## src/rtl/forwarding_control_unit.sv

```systemverilog
// ---------------------------------------------------------------------------
// forwarding_control_unit
//
// Drives the EX-stage operand-mux selectors of a 5-stage MIPS pipeline and
// raises the load-use stall. It keeps its own shadow copy of the destination
// information of the instructions in EX, MEM and WB, so the datapath only has
// to present decode-stage (ID) fields.
//
// Selector encoding: 00 = register file, 01 = MEM/WB data, 10 = EX/MEM result.
//
// Ports
//   clk          pipeline clock, rising edge
//   reset        asynchronous, active-low; clears all shadow state
//   ID_Rs/ID_Rt  source register fields of the instruction in ID
//   ID_RsUsed/ID_RtUsed  instruction in ID actually reads rs / rt
//   ID_WriteReg  destination register of the instruction in ID
//   ID_RegWrite  instruction in ID writes the register file
//   ID_MemRead   instruction in ID is a load
//   Flush        instruction in ID is squashed
//   ForwardA/B   selectors for EX operand A / B muxes
//   Stall        hold PC and IF/ID, bubble ID/EX
// ---------------------------------------------------------------------------
module forwarding_control_unit #(
   parameter int NRegBits = 5
) (
   input  logic                clk,
   input  logic                reset,
   input  logic [NRegBits-1:0] ID_Rs,
   input  logic [NRegBits-1:0] ID_Rt,
   input  logic                ID_RsUsed,
   input  logic                ID_RtUsed,
   input  logic [NRegBits-1:0] ID_WriteReg,
   input  logic                ID_RegWrite,
   input  logic                ID_MemRead,
   input  logic                Flush,
   output logic [1:0]          ForwardA,
   output logic [1:0]          ForwardB,
   output logic                Stall
);

   // Destination info carried by MEM and WB. MemRead only matters while the
   // load sits in EX (that is where the stall is decided), so it is kept
   // beside the EX entry and not copied further down.
   typedef struct packed {
      logic [NRegBits-1:0] write_reg;
      logic                reg_write;
   } dst_t;

   typedef struct packed {
      dst_t                dst;
      logic                mem_read;
      logic [NRegBits-1:0] rs;
      logic [NRegBits-1:0] rt;
      logic                rs_used;
      logic                rt_used;
   } ex_t;

   ex_t  ex_q,  ex_d;
   dst_t mem_q, mem_d;
   dst_t wb_q,  wb_d;

   // Register 0 is hard-wired, so writing it never produces a forwardable value.
   function automatic logic valid_writer(input dst_t d);
      return d.reg_write && (d.write_reg != '0);
   endfunction

   // Nearest producer wins: MEM holds a newer value than WB.
   function automatic logic [1:0] fwd_sel(input logic used,
                                          input logic [NRegBits-1:0] src,
                                          input dst_t mem,
                                          input dst_t wb);
      if (used && valid_writer(mem) && (mem.write_reg == src))
         return 2'b10;
      else if (used && valid_writer(wb) && (wb.write_reg == src))
         return 2'b01;
      else
         return 2'b00;
   endfunction

   // Load-use hazard: load in EX whose result the ID instruction needs next cycle.
   always_comb begin
      Stall = ex_q.mem_read && valid_writer(ex_q.dst) &&
              ((ID_RsUsed && (ID_Rs == ex_q.dst.write_reg)) ||
               (ID_RtUsed && (ID_Rt == ex_q.dst.write_reg)));
   end

   always_comb begin
      ForwardA = fwd_sel(ex_q.rs_used, ex_q.rs, mem_q, wb_q);
      ForwardB = fwd_sel(ex_q.rt_used, ex_q.rt, mem_q, wb_q);
   end

   // Next shadow state: stall or flush inserts an all-zero bubble into EX.
   always_comb begin
      ex_d  = '0;
      mem_d = ex_q.dst;
      wb_d  = mem_q;
      if (!(Stall || Flush)) begin
         ex_d.dst.write_reg = ID_WriteReg;
         ex_d.dst.reg_write = ID_RegWrite;
         ex_d.mem_read      = ID_MemRead;
         ex_d.rs            = ID_Rs;
         ex_d.rt            = ID_Rt;
         ex_d.rs_used       = ID_RsUsed;
         ex_d.rt_used       = ID_RtUsed;
      end
   end

   always_ff @(posedge clk or negedge reset) begin
      if (!reset) begin
         ex_q  <= '0;
         mem_q <= '0;
         wb_q  <= '0;
      end else begin
         ex_q  <= ex_d;
         mem_q <= mem_d;
         wb_q  <= wb_d;
      end
   end

endmodule

```

## config.mk

```make
export PLATFORM = sky130hd
export DESIGN_NAME = forwarding_control_unit
export DESIGN_NICKNAME = d
export VERILOG_FILES = /design/src/rtl/forwarding_control_unit.sv
export SDC_FILE = /design/constraint.sdc
export NUM_CORES = 1
export LEC_CHECK = 0
export CORE_UTILIZATION = 29
export DETAILED_ROUTE_END_ITERATION = 16
export GPL_TIMING_DRIVEN = 0
export PLACE_DENSITY = 0.45
export RECOVER_POWER = 25
export SLEW_MARGIN = 10
export SYNTH_ARGS = -nofsm -noshare
export SYNTH_HDL_FRONTEND = slang
export SYNTH_SLANG_ARGS = --single-unit
```

## constraint.sdc

```tcl
create_clock -name clk -period 1.7 [get_ports clk]
set_input_delay 0.255 -clock clk [delete_from_list [all_inputs] [get_ports clk]]
set_output_delay 0.255 -clock clk [all_outputs]
set_load 0.03 [all_outputs]
```

Word-level counts from Yosys, hierarchy flattened
Cells that the tools add are included.
- bits in registers: 31
- bits of input ports: 22
- logic and storage cells: 42
- equal/unequal tests: 6
- multiplexer cells: 5
- reduce and logical (&&, ||, !) cells: 20
- operators by type and width (kind ; count):
    equality test 5 bit ; 6
    two-way mux 19 bit ; 1
    logical AND 1 bit ; 15
    nonzero test 5 bit ; 3
    two-way mux 2 bit ; 2
    logical OR 1 bit ; 2
    two-way mux 1 bit ; 2

Depth between registers and ports, before layout
Gate-level depths: netlist of the first run.
- depth in word-level cells: 6
- depth in mapped cells: 5
- mapped depth without buffers: 4

Worst setup path before layout of the first run
No wires, ideal clock.
- path kind: register to output
- start: register mem_q[2] (netlist name)
- end: output port ForwardB[0]
- data arrival time: 1980 ps
- required time: 1445 ps
- path slack: -535 ps
- cell stages (with the launch flop): 5
- path buffers: 0
- path through: dfrtp_1 > or4_1 > o21ai_2 > nor3_1 > nor3_1
- word-level cells in the longest chain between the ends: 5
- elaborated cells between the ends (all ways): 6
- those cells by class: eq/ne: 1; mux: 1; reduce/logical: 4
- RTL lines (element ; line ; source):
    start: declaration ; 59 ; dst_t mem_q, mem_d;
    start signal: assignment ; 115 ; mem_q <= mem_d;
    nonzero test 5 bit ; 64 ; return d.reg_write && (d.write_reg != '0);
    logical AND 1 bit ; 64 ;
    logical AND 1 bit ; 72 ; if (used && valid_writer(mem) && (mem.write_reg == src))
    logical AND 1 bit (*) ; 72 ;
    two-way mux 2 bit (*) ; 72 ;
    end: declaration ; 37 ; output logic [1:0] ForwardB,
Every way passes the cells marked *; elsewhere a longest branch is shown, timed or not.

Worst setup path after layout of the first run
- start: register ex_q[14] (netlist name)
- end: output port Stall
- word-level cells in the longest chain between the ends: 4
- elaborated cells between the ends (all ways): 9
- those cells by class: eq/ne: 2; reduce/logical: 7
- RTL lines (element ; line ; source):
    start: declaration ; 58 ; ex_t ex_q, ex_d;
    start signal: assignment ; 110 ; ex_q <= '0;
    start signal: assignment ; 114 ; ex_q <= ex_d;
    equality test 5 bit, or another cell as far along ; 83 ; ((ID_RsUsed && (ID_Rs == ex_q.dst.write_reg)) ||
    logical AND 1 bit (on tied branches) ; 83, 64, 84 ;
    logical OR 1 bit / logical AND 1 bit (equally long branches) ; 83, 82 ;
    logical AND 1 bit (*) ; 82 ; Stall = ex_q.mem_read && valid_writer(ex_q.dst) &&
    end: declaration ; 38 ; output logic Stall
Marks and branches as above.

==> flow_summary.json, run 1 <==
{
  "status": "finished with violations",
  "violations": "setup timing",
  "seq_area_frac_synth": 0.528,
  "synth_ff_type": "dfrtp_1",
  "htreeDepth": 2,
  "ir_drop_mv": 0.268,
  "critPathCaptureType": "primary output",
  "yosysWarnings": 0,
  "insertion_delay_ns": 0.28,
  "crit_fanout": 4,
  "path_class": "register to primary output",
  "ys_async_sr_fraction": 1.00,
  "synth_xor_area_frac": 0.179,
  "vias_per_cell": 4.36,
  "setup_tns_ns": -1.40,
  "start_kind": "register",
  "finalHoldViolations": 0,
  "wl_per_cell_microns": 13.4,
  "cts_tree": "yes",
  "pin_count": 27,
  "synth_mux_area_frac": 0,
  "grt_pass1_vias": 1111,
  "relSlewSlack": 0.499,
  "design_area_sq_um": 2040,
  "antenna_found_initial": 0,
  "clock_skew_ns": 0.00502,
  "dpl_worst_slack_ns": -0.887,
  "setup_viol": 5,
  "yosys.area_share.simple": 0.156,
  "drive_gt1_frac": 0.283,
  "synthesis.nets": 151,
  "cts_made_buffers": 5,
  "power.density_nw_per_um2": 778,
  "grt_first_pass_wirelength_microns": 5530,
  "die_height_microns": 73.2,
  "ant_nets": 0,
  "grt_usage": 0.145,
  "syn_avg_cell_area_sq_um": 11.4,
  "synthAdderAreaFrac": 0,
  "setup_ws_ns": -0.332,
  "synth_compound_area_frac": 0.111,
  "grt_max_degree": 32,
  "period_share": 1.20,
  "synth-seq-cells": 31,
  "cts_sinks": 31,
  "num_vias": 1047,
  "required_ns": 1.44,
  "worst_hold_slack_ns": 0.0361,
  "die_x_microns": 73.2,
  "fin_crit_ns": 2.03,
  "regArea_sq_um": 777,
  "routabilityCongestion": 0.712,
  "fp.dieArea_sq_um": 5360,
  "synth_cell_types": 21,
  "cp_data_arrival_time_ns": 1.78,
  "synth_top_family_by_area": "XOR/XNOR gates",
  "max-clock-path-buffers": 2,
  "hold_class": "input port to async pin",
  "area_growth_pct": 39.0,
  "io_buffers": 25,
  "num_rows": 25,
  "antenna_cells": 0,
  "rsz0062_at_grt": "true",
  "cts-root-buf": "clkbuf_8",
  "drc": 0,
  "dr.pass1.iters": 4,
  "multi_input_area_sq_um": 728,
  "post_synth_instance_area_sq_um": 1470,
  "grt_overflow": 0,
  "drtIter0Drc": 26,
  "core-area_sq_um": 4790,
  "holdBufCountCts": 0,
  "synth_enable_flop_cells": 0,
  "drt_wl_total_microns": 3210,
  "nFillCells": 459,
  "maxCapViolations": 0,
  "cts.clk_slew.worst_paths_ns": 0.06,
  "slew_viol_final": 0,
  "p_leak_nw": 0.864,
  "nets": 194,
  "synthCells": 129,
  "start_util": 0.307,
  "place_area_sq_um": 1830,
  "max_freq_mhz": 492,
  "tightest_slew_ns": 0.752,
  "post-dp-hpwl_microns": 2400
}
## final cells by class
cell class	instances	area share
clock inverters	1	0.00245
flip-flops and latches	31	0.380
well taps	67	0.0410
repair buffers	37	0.167
multi-input cells	92	0.356
plain buffers	5	0.0153
clock buffers	7	0.0374
## Yosys cell counts, types with 2 or more instances
| cell type | n | share of area |
|---|---|---|
| xor2_1 | 8 | 0.048 |
| a21oi_2 | 10 | 0.060 |
| nand3_1 | 2 | 0.0068 |
| xnor2_1 | 22 | 0.13 |
| nor3_1 | 4 | 0.014 |
| a21oi_1 | 9 | 0.031 |
| nor4_1 | 2 | 0.0085 |
| or4_1 | 2 | 0.010 |
| buf_2 | 2 | 0.0068 |
| nand2b_1 | 19 | 0.081 |
| buf_6 | 2 | 0.015 |
| nand4_1 | 4 | 0.017 |
| nand2_1 | 4 | 0.010 |
| clkbuf_1 | 2 | 0.0051 |
| dfrtp_1 | 31 | 0.53 |
## final timing paths
check | start | to | slack [ns] | cells after the start
max | ex_q[14] | Stall | -0.33 | 7
min | reset | ex_q[17] | 0.04 | 1
max reg2reg | ex_q[14] | ex_q[11] | 0.05 | 6
min reg2reg | ex_q[13] | mem_q[0] | 0.39 | 0
max in group asynchronous | reset | mem_q[3] | 1.14 | 1
min in group clk | ex_q[13] | mem_q[0] | 0.39 | 0
## state kept, by name, summed over array words and instances (netlist names)
signal  count
mem_q       6
ex_q       19
wb_q        6
## cells in the final DEF, fill, tap and decap left out, types with 4 or more instances in the layout
| cell | netlist | routed |
|---|---|---|
| nand4_1 | 4 | 4 |
| xor2_1 | 8 | 8 |
| xnor2_1 | 22 | 22 |
| a21oi_1 | 9 | 6 |
| nand2_1 | 4 | 4 |
| clkbuf_1 | 2 | 4 |
| nor3_4 | 0 | 4 |
| dfrtp_1 | 31 | 30 |
| buf_6 | 2 | 6 |
| clkbuf_8 | 0 | 5 |
| buf_4 | 0 | 13 |
| a21oi_2 | 10 | 13 |
| clkdlybuf4s50_1 | 0 | 19 |
| nand2b_1 | 19 | 19 |
## worst max-delay path, stage by stage (launching register included)
cell and delay (ns):
dfrtp_1 0.40, buf_4 0.15, xnor2_1 0.16, nand4_1 0.13
o22ai_1 0.24, buf_4 0.17, and2_4 0.13, buf_6 0.12
## repair_timing
action	CTS	global route
buffers inserted	7	5
gates resized for setup	46	0
pin swaps	5	4
gates cloned	0	0
setup endpoints to repair	5	14
## through the flow
step / cells / total power [mW] / utilization
floorplan: 129 / 0.944 / -
global placement: 221 / 1.04 / 0.384
detailed placement: 221 / 1.05 / 0.383
CTS: 236 / 1.61 / 0.421
global route: 240 / 1.68 / 0.427
finish: 240 / 1.59 / 0.427
## cells by family (layout without fill, tap and decap cells)
group | after synthesis | count (layout)
xor gates and xnor gates | 30 | 30
DFF | 31 | 31
buffers and inverters | 6 | 50
and+or+nand+nor | 39 | 39
AOI/OAI and AO/OA | 23 | 23
## routing by layer
layer  GRT usage  part of all wire
met5           0                 0
met4      0.0523            0.0053
met3      0.0456             0.035
met2       0.251              0.55
met1       0.167              0.41
## power by group
part / total, mW / internal (mW) / switching (mW)
Combinational: 0.241 / 0.134 / 0.107
Clock: 0.534 / 0.286 / 0.247
Sequential: 0.816 / 0.777 / 0.0391
Total: 1.59 / 1.20 / 0.394
Power figures use the tool's default switching activity.
==> inputs of run 2 (changes only) <==
- CORE_MARGIN: unset -> 2
- REMOVE_ABC_BUFFERS: unset -> 1
==> flow_summary.json, run 2 (synthesized netlist as in run 1, its figures left out) <==
{
  "ant_nets": 0,
  "switching_share": 0.226,
  "grt_max_degree": 32,
  "fp.dieArea_sq_um": 5660,
  "wl_per_cell_microns": 13.6,
  "vias_per_cell": 4.43,
  "regMostFlops": "ex_q",
  "drive_gt1_frac": 0.271,
  "io_buffers": 26,
  "pwr-share-seq": 0.455,
  "cp_data_arrival_time_ns": 1.79,
  "setup_viol": 5,
  "crit_chain": "or4_4 -> o21ai_4 -> nor3_2 -> nor3_2 -> buf_4",
  "slowest_delay_ns": 0.55,
  "die_x_microns": 75.2,
  "final_common_cell": "dfrtp_1",
  "htreeDepth": 2,
  "finalHoldViolations": 0,
  "cts-root-buf": "clkbuf_8",
  "setup_tns_ns": -1.21,
  "drtIter0Drc": 33,
  "crit_fanout": 2,
  "path_class": "register to primary output",
  "largestRegisters": "ex_q (19), mem_q (6), wb_q (6)",
  "antenna_cells": 0,
  "insertion_delay_ns": 0.28,
  "power.density_nw_per_um2": 878,
  "fin_crit_ns": 2.04,
  "nets": 187,
  "cts.clk_slew.worst_paths_ns": 0.06,
  "start_kind": "register",
  "core-area_sq_um": 4820,
  "dr.pass1.iters": 4,
  "area_growth_pct": 38.6,
  "drc": 0,
  "max_freq_mhz": 489,
  "num_rows": 25,
  "p_switching_uw": 405,
  "antenna_found_initial": 0,
  "cts_sinks": 31,
  "violations": "setup timing",
  "relSlewSlack": 0.511,
  "worst_hold_slack_ns": 0.0247,
  "cts_made_buffers": 5,
  "p_leak_nw": 0.837,
  "power.share.clock": 0.410,
  "final_cell_mix": "dfrtp_1, xnor2_1, clkdlybuf4s50_1",
  "grt_first_pass_wirelength_microns": 5560,
  "rsz0062_at_grt": "true",
  "grt_usage": 0.136,
  "cts_tree": "yes",
  "cp_slowest_cell": "or4_4",
  "largest_reg_flops": 19,
  "status": "finished with violations",
  "drt_wl_total_microns": 3180,
  "clock_skew_ns": 0.00456,
  "num_vias": 1033,
  "post-dp-hpwl_microns": 2260,
  "start_util": 0.305,
  "utilization": 0.423,
  "intPower_mw": 1.38,
  "setup_ws_ns": -0.345,
  "critPathCaptureType": "primary output",
  "hold_class": "input port to async pin",
  "p_comb_frac": 0.134,
  "pin_count": 27,
  "worstRegToRegCells": 7,
  "crit_top_cell": "nor3_2",
  "ir_drop_mv": 0.392,
  "maxCapViolations": 0,
  "grt_overflow": 0,
  "slew_viol_final": 0,
  "routabilityCongestion": 0.729,
  "period_share": 1.20,
  "die_height_microns": 75.2,
  "required_ns": 1.44,
  "grt_pass1_vias": 1157,
  "tightest_slew_ns": 0.733,
  "max-clock-path-buffers": 2
}
[run 2: cell types whose count changed in the layout (fill, tap and decap cells not counted), moves of 3 or more]
cell      delta
buf_6        -4
clkbuf_1     -4
nor3_2       +4
nor3_4       -4
a21oi_1      +3
a21oi_2      -3
buf_4        -3
[run 2: path summary, 6_finish.rpt]
path	startpoint	endpoint	slack, ns
worst min register to register	mem_q[0]	wb_q[0]	0.43
worst min-delay path	reset	wb_q[5]	0.02
worst max-delay path	mem_q[2]	ForwardB[0]	-0.34
max in group asynchronous	reset	ex_q[15]	1.16
min in group clk	mem_q[0]	wb_q[0]	0.43
worst max register to register	ex_q[18]	ex_q[0]	0.10
[run 2: area by class of cell]
| class | count | area, sq um |
|---|---|---|
| clock buffers | 6 | 82.6 |
| clock inverters | 2 | 35.0 |
| fillers | 496 | 2780 |
| multi-input cells | 93 | 737 |
| flip-flops and latches | 31 | 777 |
| well taps | 67 | 83.8 |
| repair buffers | 34 | 323 |
[run 2: critical path, delay by kind of cell, from the launching register on]
kind / cells / cell delay [ns]
AND/OR/NAND/NOR: 3 / 0.79
flip-flops: 1 / 0.38
buffers and inverters: 1 / 0.18
AO/OA/AOI/OAI: 1 / 0.16
[run 2: through the flow]
stage	std cells	worst slack (ns)	cell area, sq um	power [mW]
3_3_place_gp	216	-2.04	1770	1.04
4_1_cts	233	-0.345	1990	1.81
6_report	233	-0.345	2040	1.79
5_1_grt	233	-0.442	2040	1.89
3_5_place_dp	217	-1.03	1790	1.04
2_1_floorplan	123	-0.712	1430	0.932
[run 2: what timing repair did]
item,CTS,global route
pin swaps,5,5
endpoints found under the setup margin,24,13
buffers inserted,7,1
hold buffers,0,0
resized for setup,38,15
gates cloned,1,0
[run 2: power by group through the flow]
stage	registers, mW	logic [mW]	clock network, mW
5_1_grt	0.820	0.266	0.799
2_1_floorplan	0.819	0.113	0
3_3_place_gp	0.831	0.204	0
3_5_place_dp	0.831	0.209	0
4_1_cts	0.815	0.236	0.761
6_report	0.815	0.240	0.734
[run 2: per-layer routing]
metal	track usage	vias to the layer above	routed length, microns
met2	0.222	23	1680
met3	0.0482	2	151
met1	0.167	500	1330
met4	0.0468	0	21
li1	-	508	-
met5	0	-	0
==> inputs of run 3 (changes only) <==
- GPL_ROUTABILITY_DRIVEN: unset -> 0
- GPL_TIMING_DRIVEN: 0 -> unset
==> flow_summary.json, run 3 (synthesized netlist as in run 1, its figures left out) <==
{
  "status": "finished with violations",
  "violations": "setup timing",
  "setup_ws_ns": -0.309,
  "p_leak_nw": 0.911,
  "die_x_microns": 75.2,
  "r2r_slack_ns": 0.13,
  "grt_overflow": 0,
  "nFillCells": 474,
  "maxCapViolations": 0,
  "grt_pass1_vias": 1142,
  "max_freq_mhz": 498,
  "hold_class": "input port to async pin",
  "die_height_microns": 75.2,
  "ant_nets": 0,
  "cts_tree": "yes",
  "cts.clk_slew.worst_paths_ns": 0.06,
  "drive_gt1_frac": 0.346,
  "start_kind": "register",
  "instances_no_fill": 246,
  "drt_wl_total_microns": 3160,
  "dr.pass1.iters": 3,
  "crit_fanout": 2,
  "tightest_slew_ns": 0.482,
  "power.density_nw_per_um2": 801,
  "wl_per_cell_microns": 12.8,
  "path_class": "register to primary output",
  "setup_tns_ns": -1.09,
  "grt_max_degree": 32,
  "post-dp-hpwl_microns": 2390,
  "insertion_delay_ns": 0.28,
  "crit_chain": "or4_4 -> o21ai_4 -> nor3_2 -> nor3_2 -> buf_4",
  "nets": 200,
  "io_buffers": 26,
  "cts_made_buffers": 5,
  "post-place-cells": 234,
  "cts-root-buf": "clkbuf_8",
  "largestRegisters": "ex_q (19), mem_q (6), wb_q (6)",
  "drc": 0,
  "drtIter0Drc": 33,
  "final_cell_mix": "dfrtp_1, buf_4, clkdlybuf4s50_1",
  "cts_sinks": 31,
  "pin_count": 27,
  "antenna_found_initial": 0,
  "finalHoldViolations": 0,
  "fin_crit_ns": 2.01,
  "regMostFlops": "ex_q",
  "num_rows": 25,
  "antenna_cells": 0,
  "vias_per_cell": 4.33,
  "holdBufCountCts": 0,
  "utilization": 0.445,
  "cp_slowest_cell": "or4_4",
  "slew_viol_final": 0,
  "ir_drop_mv": 0.332,
  "rsz0062_at_grt": "true",
  "start_util": 0.305,
  "crit_buf_inv": 1,
  "core-area_sq_um": 4820,
  "period_share": 1.18,
  "crit_family": "simple AND/OR/NAND/NOR gates",
  "slowest_delay_ns": 0.54,
  "worstRegToRegCells": 4,
  "final_common_cell": "dfrtp_1",
  "htreeDepth": 2,
  "max-clock-path-buffers": 2,
  "r2r-end": "ex_q[6]",
  "num_vias": 1064,
  "grt_first_pass_wirelength_microns": 5290,
  "crit_top_cell": "nor3_2",
  "grt_usage": 0.128,
  "largest_reg_flops": 19,
  "critPathCaptureType": "primary output",
  "clock_skew_ns": 0.00337,
  "relSlewSlack": 0.678,
  "cp_data_arrival_time_ns": 1.75,
  "fp.dieArea_sq_um": 5660,
  "required_ns": 1.44,
  "area_growth_pct": 45.7,
  "reg2reg_from": "ex_q[15]",
  "setup_viol": 5
}
==> run 3: changes by cell type in the layout (fill, tap and decap cells not counted), moves of 2 or more <==
cell and delta:
nor4_2 +2, xnor2_1 -4, nor4_1 -2, buf_4 +13, xnor2_2 +4
==> run 3: area by class of cell <==
class | instances | area, sq um | share of cell area
clock buffer | 8 | 100 | 0.0467
timing repair buffer | 48 | 422 | 0.197
sequential | 31 | 776 | 0.362
multi-input combinational | 92 | 761 | 0.355
tap | 67 | 83.8 | 0.0391
==> run 3: repair_timing <==
item | CTS | global route
pin swaps | 11 | 13
setup buffers | 1 | 4
endpoints found under the setup margin | 5 | 14
resized for setup | 18 | 17
==> run 3: worst max-delay path by stage <==
stage                         from           to  depth (start not counted)
final                     mem_q[4]  ForwardB[0]                          5
after global routing      mem_q[4]  ForwardB[0]                          5
after CTS                 mem_q[3]  ForwardB[0]                          5
after detailed placement  mem_q[2]  ForwardA[1]                          4
after global placement    mem_q[2]  ForwardB[1]                          4
after floorplan           ex_q[17]        Stall                          4
==> run 3: worst reg2reg max path, stage by stage, from the launching register on <==
cell     delay (ns)
dfrtp_1        0.37
or3_4          0.38
o311a_1        0.31
buf_4          0.23
a21oi_1        0.19
==> run 3: power by group <==
group          switching [mW]  internal (mW)
Combinational           0.117          0.162
Clock                   0.258          0.369
Sequential             0.0340          0.776
==> run 3: layer usage <==
metal	part of all wire	track usage	up-vias
met5	0	0	-
met4	0.016	0.0468	0
met3	0.053	0.0428	5
met2	0.53	0.226	23
met1	0.41	0.142	506
li1	-	-	530
==> run 3: stage by stage <==
stage | worst slack, ns | cell area, sq um | hold WS, ns | power, mW
floorplan | -0.712 | 1430 | -0.0406 | 0.932
global placement | -0.325 | 1910 | 0.362 | 1.07
detailed placement | -0.348 | 1910 | 0.366 | 1.07
CTS | -0.343 | 2050 | 0.380 | 1.71
global route | -0.373 | 2140 | 0.391 | 1.80
finish | -0.309 | 2140 | 0.372 | 1.72
